$ cat src/rtl/spi_slave_param.sv
// Parametrised SPI slave: configurable word width, CPOL/CPHA mode and bit order, with a
// valid/ready transmit holding register. All SPI pins are oversampled in the clk domain.
module spi_slave_param #(
    parameter int unsigned       DATA_W    = 8,
    parameter int unsigned       CPOL      = 0,
    parameter int unsigned       CPHA      = 0,
    parameter int unsigned       MSB_FIRST = 1,
    parameter logic [DATA_W-1:0] IDLE_WORD = '0
) (
    input  logic              clk,
    input  logic              ar,
    input  logic              sck,
    input  logic              cs,
    input  logic              mosi,
    output logic              miso,
    output logic              miso_oe,
    input  logic [DATA_W-1:0] tx_data,
    input  logic              tx_valid,
    output logic              tx_ready,
    output logic [DATA_W-1:0] rx_data,
    output logic              rx_valid,
    output logic              tx_underrun,
    output logic              frame_end
);

    localparam int unsigned CTR_W = (DATA_W > 1) ? $clog2(DATA_W) : 1;
    localparam logic [CTR_W-1:0] LAST_BIT = CTR_W'(DATA_W - 1);

    typedef enum logic {StIdle, StActive} state_e;

    state_e            state_q, state_d;
    logic [2:0]        sck_q;
    logic [2:0]        cs_q;
    logic [1:0]        mosi_q;
    logic [CTR_W-1:0]  bit_ctr_q, bit_ctr_d;
    logic [DATA_W-1:0] rx_shift_q, rx_shift_d;
    logic [DATA_W-1:0] rx_data_q, rx_data_d;
    logic              rx_done_q, rx_done_d;
    logic              rx_valid_q, rx_valid_d;
    logic [DATA_W-1:0] tx_shift_q, tx_shift_d;
    logic [DATA_W-1:0] hold_q, hold_d;
    logic              hold_full_q, hold_full_d;
    logic              underrun_q, underrun_d;
    logic              frame_end_q, frame_end_d;

    logic sck_rise, sck_fall, cs_rise, cs_fall;
    logic lead_edge, trail_edge, sample_edge, shift_edge;
    logic mosi_sync, load;

    // Synchronisers clear to zero; a CS already low at reset release is not an edge, so the
    // block waits for a fresh falling edge.
    always_ff @(posedge clk or negedge ar) begin
        if (!ar) begin
            sck_q  <= '0;
            cs_q   <= '0;
            mosi_q <= '0;
        end else begin
            sck_q  <= {sck_q[1:0], sck};
            cs_q   <= {cs_q[1:0], cs};
            mosi_q <= {mosi_q[0], mosi};
        end
    end

    assign sck_rise  = sck_q[1] & ~sck_q[2];
    assign sck_fall  = ~sck_q[1] & sck_q[2];
    assign cs_rise   = cs_q[1] & ~cs_q[2];
    assign cs_fall   = ~cs_q[1] & cs_q[2];
    assign mosi_sync = mosi_q[1];

    assign lead_edge   = (CPOL != 0) ? sck_fall : sck_rise;
    assign trail_edge  = (CPOL != 0) ? sck_rise : sck_fall;
    assign sample_edge = (CPHA != 0) ? trail_edge : lead_edge;
    assign shift_edge  = (CPHA != 0) ? lead_edge : trail_edge;

    always_comb begin
        state_d     = state_q;
        bit_ctr_d   = bit_ctr_q;
        rx_shift_d  = rx_shift_q;
        rx_data_d   = rx_data_q;
        rx_done_d   = 1'b0;
        rx_valid_d  = 1'b0;
        tx_shift_d  = tx_shift_q;
        hold_d      = hold_q;
        hold_full_d = hold_full_q;
        underrun_d  = 1'b0;
        frame_end_d = 1'b0;
        load        = 1'b0;

        // Word completed on the previous cycle; publish it even if CS has since risen.
        if (rx_done_q) begin
            rx_data_d  = rx_shift_q;
            rx_valid_d = 1'b1;
        end

        unique case (state_q)
            StIdle: begin
                bit_ctr_d  = '0;
                rx_shift_d = '0;
                if (cs_fall) begin
                    state_d    = StActive;
                    tx_shift_d = '0;
                    load       = (CPHA == 0);
                end
            end
            StActive: begin
                if (cs_rise) begin
                    // Partial words are dropped; the holding register is left alone.
                    state_d     = StIdle;
                    frame_end_d = 1'b1;
                    bit_ctr_d   = '0;
                    rx_shift_d  = '0;
                    tx_shift_d  = '0;
                end else begin
                    if (sample_edge) begin
                        if (MSB_FIRST != 0) begin
                            rx_shift_d = {rx_shift_q[DATA_W-2:0], mosi_sync};
                        end else begin
                            rx_shift_d = {mosi_sync, rx_shift_q[DATA_W-1:1]};
                        end
                        if (bit_ctr_q == LAST_BIT) begin
                            bit_ctr_d = '0;
                            rx_done_d = 1'b1;
                        end else begin
                            bit_ctr_d = bit_ctr_q + 1'b1;
                        end
                    end
                    // A shift edge at bit 0 is a word boundary in both phases.
                    if (shift_edge) begin
                        if (bit_ctr_q == '0) begin
                            load = 1'b1;
                        end else if (MSB_FIRST != 0) begin
                            tx_shift_d = {tx_shift_q[DATA_W-2:0], 1'b0};
                        end else begin
                            tx_shift_d = {1'b0, tx_shift_q[DATA_W-1:1]};
                        end
                    end
                end
            end
            default: state_d = StIdle;
        endcase

        if (load) begin
            if (hold_full_q) begin
                tx_shift_d  = hold_q;
                hold_full_d = 1'b0;
            end else begin
                tx_shift_d = IDLE_WORD;
                underrun_d = 1'b1;
            end
        end

        // Accept only when empty, so this never collides with a load of a full register.
        if (tx_valid && !hold_full_q) begin
            hold_d      = tx_data;
            hold_full_d = 1'b1;
        end
    end

    always_ff @(posedge clk or negedge ar) begin
        if (!ar) begin
            state_q     <= StIdle;
            bit_ctr_q   <= '0;
            rx_shift_q  <= '0;
            rx_data_q   <= '0;
            rx_done_q   <= 1'b0;
            rx_valid_q  <= 1'b0;
            tx_shift_q  <= '0;
            hold_q      <= '0;
            hold_full_q <= 1'b0;
            underrun_q  <= 1'b0;
            frame_end_q <= 1'b0;
        end else begin
            state_q     <= state_d;
            bit_ctr_q   <= bit_ctr_d;
            rx_shift_q  <= rx_shift_d;
            rx_data_q   <= rx_data_d;
            rx_done_q   <= rx_done_d;
            rx_valid_q  <= rx_valid_d;
            tx_shift_q  <= tx_shift_d;
            hold_q      <= hold_d;
            hold_full_q <= hold_full_d;
            underrun_q  <= underrun_d;
            frame_end_q <= frame_end_d;
        end
    end

    assign miso        = (state_q == StActive) &&
                         ((MSB_FIRST != 0) ? tx_shift_q[DATA_W-1] : tx_shift_q[0]);
    assign miso_oe     = (state_q == StActive);
    assign tx_ready    = ~hold_full_q;
    assign rx_data     = rx_data_q;
    assign rx_valid    = rx_valid_q;
    assign tx_underrun = underrun_q;
    assign frame_end   = frame_end_q;

endmodule
$ cat config.mk
export PLATFORM = sky130hd
export DESIGN_NAME = spi_slave_param
export DESIGN_NICKNAME = d
export VERILOG_FILES = /design/src/rtl/spi_slave_param.sv
export SDC_FILE = /design/constraint.sdc
export NUM_CORES = 1
export LEC_CHECK = 0
export ABC_CLOCK_PERIOD_IN_PS = 2500
export CAP_MARGIN = 10
export CORE_UTILIZATION = 33
export DETAILED_ROUTE_END_ITERATION = 10
export PLACE_DENSITY = 0.56
export SYNTH_ARGS = -nofsm -noshare
export SYNTH_HDL_FRONTEND = slang
export SYNTH_SLANG_ARGS = --single-unit
$ cat constraint.sdc
create_clock -name clk -period 2.5 [get_ports clk]
set_input_delay 0.75 -clock clk [delete_from_list [all_inputs] [get_ports clk]]
set_output_delay 0.75 -clock clk [all_outputs]
set_load 0.01 [all_outputs]
==> results of run 1 <==
==> per-stage QoR <==
stage	area, um^2	utilization [%]
6_report	2400	42.7
3_3_place_gp	2310	41.2
2_1_floorplan	1960	-
5_1_grt	2400	42.7
4_1_cts	2400	42.7
3_5_place_dp	2310	41.2
==> how the worst min path moves through the flow <==
stage	slack, ps	to	from	depth (start not counted)
finish	350	mosi_q[1]	mosi_q[0]	0
global route	360	cs_q[1]	cs_q[0]	0
CTS	360	mosi_q[1]	mosi_q[0]	0
detailed placement	340	mosi_q[1]	mosi_q[0]	0
global placement	330	mosi_q[1]	mosi_q[0]	0
floorplan	330	cs_q[1]	cs_q[0]	0
==> final cells by class <==
class                           count  area (um^2)
Sequential cell                    49         1230
Inverter                            4         15.0
Clock buffer                        7         86.3
Tap cell                           72         90.1
Multi-Input combinational cell     92          686
Fill cell                         564         3210
Timing Repair Buffer               29          293
==> logic make-up after synthesis <==
family	count (synthesis)	synth area share, %
AND/OR/NAND/NOR	42	11.1
buffers and inverters	11	2.55
flip-flops	49	62.5
AO/OA/AOI/OAI	24	8.74
adder cells (fa/ha/maj)	3	1.91
multiplexers	23	13.2
==> power by group <==
part,internal [mW],switching [mW],leakage [nW]
Sequential,0.907,0.0714,0.635
Clock,0.220,0.251,0.0443
Combinational,0.163,0.107,0.381
Total,1.29,0.430,1.06
==> placed cells by master, fill, tap and decap left out, drive strengths merged <==
cell type	n
dfrtp	49
clkdlybuf4s50	26
nand2	23
mux2	23
a21oi	11
a22o	7
clkbuf	7
nor2	5
o21ai	5
inv	4
nand2b	3
nor2b	3
ha	3
buf	3
and2	2
nand4bb	1
and3	1
and2b	1
a221oi	1
and3b	1
nand3b	1
nor3	1
==> cells in the mapped netlist, drive strengths merged, types with 2 or more instances <==
cell type	count
a21oi	11
a22o	7
and2	2
buf	2
clkbuf	5
dfrtp	49
ha	3
inv	4
mux2	23
nand2	23
nand2b	3
nor2	5
nor2b	3
o21ai	5
==> critical path, delay by kind of cell (launching register included) <==
kind,cells,cell delay [ps]
flops,1,580
simple gates,1,180
buf+inv,1,520
==> state kept, by name, indices dropped and copies added, names as in the netlist, 2 cells and up <==
signal and cells:
hold_q 8, mosi_q 2, rx_data 8, sck_q 3
cs_q 3, tx_shift_q 8, bit_ctr_q 3, rx_shift_q 8
==> layer usage <==
metal	part of all wire (%)	up-vias
li1	-	576
met1	47	607
met5	0	-
met2	48	24
met3	2.9	5
met4	2.3	0
==> results.md, run 1 <==
| Quantity | This run |
|---|---|
| Status | finished, final reports clean |
| Synthesized Nets | 169 |
| Post-CTS Hold Fix Bufs | 0 |
| Routed wire length per instance | 13.2 um |
| Buffer cell driving the clock tree root | sky130_fd_sc_hd__clkbuf_8 |
| Max-cap check violation count | 0 |
| Area fraction of the dominant cell type after synthesis | 62.5% |
| Cell Rows | 27 |
| Placed cell count | 246 |
| Largest net degree at the start of global routing | 27 |
| Global-route congestion overflow total | 0 |
| Number of nets in the final layout | 198 |
| Number of distinct standard cells referenced by the synthesized netlist | 24 |
| Worst Tran Pin Value | 792 ps |
| Detailed placement HPWL | 2330 um |
| Fraction of the yosys area taken by sequential cells | 62.5% |
| Total of cells resized after clock tree synthesis | 0 |
| Gp weighted congestion | 0.784 |
| Setup Total Neg Slack | 0 ps |
| Starting density of the core | 35.0% |
| Normalized max-slew margin | 47.1% |
| Count of warnings emitted by yosys | 0 |
| Power density cells | 718 nW/um^2 |
| Count of placed standard cells in the final layout, fillers left out | 253 |
| Clock net sink count | 49 |
| Worst Setup Start Kind | register |
| Worst reg2reg path startpoint | bit_ctr_q[0] |
| Crit path launch | miso_oe |
| Worst Reg-to-Reg Cells | 6 |
| TritonCTS clock tree | done |
| CTS Buf Count | 5 |
| Type of element capturing the critical path | primary output |
| Iteration-0 DRC count of the detailed router | 26 |
| End of the worst register-to-register path | tx_shift_q[1] |
| P_leak | 1.06 nW |
| Total global routing track utilization | 12.1% |
| Register clock-pin slew on the reported worst setup and hold paths | 90 ps |
| Worst hold path type | reg2reg |
| Most used flip-flop cell after synthesis | sky130_fd_sc_hd__dfrtp_1 |
| Kind of critical path | reg2out |
| Antenna Nets Post-Route | 0 |
| Most congested layer reported by global routing | met2 |
| H-tree depth | 2 |
| Cell taking the most area after synthesis | sky130_fd_sc_hd__dfrtp_1 |
| Vias after detailed routing | 1,212 |
| Setup Skew | 5.05 ps |
| Met3 demand-to-capacity share in global routing | 3.68% |
| Cell with the largest stage delay on the worst path | sky130_fd_sc_hd__dfrtp_1 |
| Worst hold slack across all endpoints | 353 ps |
| Number of endpoints failing setup at the final stage | 0 |
| Horiz. Die Dim | 79.1 um |
| Input/output buffers | 27 |
| CTS max path bufs | 2 |
| Insertion delay of the later-clocked pin in the worst-skew pair | 300 ps |
| Setup repair after global routing missed its margin | false |
| FFs w/ async S/R, synth | 100% |
| Delay of the slowest cell on the worst path | 580 ps |
| Top area cells in the synthesized netlist | sky130_fd_sc_hd__dfrtp_1, sky130_fd_sc_hd__mux2_2, sky130_fd_sc_hd__nand2_1, sky130_fd_sc_hd__a22o_1, sky130_fd_sc_hd__a21oi_1 |
| Required time of the critical path | 1750 ps |
| Core region area | 5610 um^2 |
| Endpoint arrival time on the critical path | 1580 ps |
| Number of antenna cells inserted | 0 |
| Syn-to-layout area delta | 22.1% |
| Final critical-path setup slack | 166 ps |
| Post-synth EDFFs | 0 |
| Number of slew-limit violations in the final report | 0 |
| Fin crit share | 93.4% |
| Setup Slack @ Placement | 499 ps |
| Via count of the first global-routing pass | 1,229 |
| Detailed-router iteration count before antenna repair | 4 |
| Synthesized netlist cell count | 152 |
| Shortest period the worst path allows | 2330 ps |
| Netlist area before placement | 1960 um^2 |
| Final-report hold violation count | 0 |
| Total detailed-routing wirelength | 3350 um |
| Via-to-Cell Ratio | 4.79 |
| Synthesis-stage register bit count | 49 |
| Number of setup buffers added after CTS | 0 |
| Critical Path End | miso |
| Reg2Reg Setup Slack | 810 ps |
| Count of unresolved DRC violations after routing | 0 |
| Maximum fanout along the worst path | 12 |
| Met2 Track Usage GR | 19.1% |
| Overall power after layout | 1.72 mW |
| Die H | 79.1 um |
| Met1 track utilization from global routing | 14.4% |
| Syn avg cell area | 12.9 um^2 |
| Number of antenna violations at the first check in global routing | 0 |
| Share of post-route cells with drive strength above 1 | 19.3% |
| Worst ir drop on vdd | 0.237 mV |
| Total Die Area | 6260 um^2 |
| First-pass GRT wire length | 5600 um |
| Number of top-level design ports | 28 |
| Upper clock frequency limit | 428 MHz |
| Sequence of cells on the critical path | and2_1 > clkdlybuf4s50_1 |
(Power assumes the default switching activity.)
==> run 2, diff against run 1 <==
--- a/config.mk
+++ b/config.mk
@@ -10,6 +10,7 @@
 export CORE_UTILIZATION = 33
 export DETAILED_ROUTE_END_ITERATION = 10
 export PLACE_DENSITY = 0.56
+export SKIP_LAST_GASP = 1
 export SYNTH_ARGS = -nofsm -noshare
 export SYNTH_HDL_FRONTEND = slang
 export SYNTH_SLANG_ARGS = --single-unit
==> results of run 2 <==
Same layout as run 1: the final DEF is identical, and so are final timing and power.
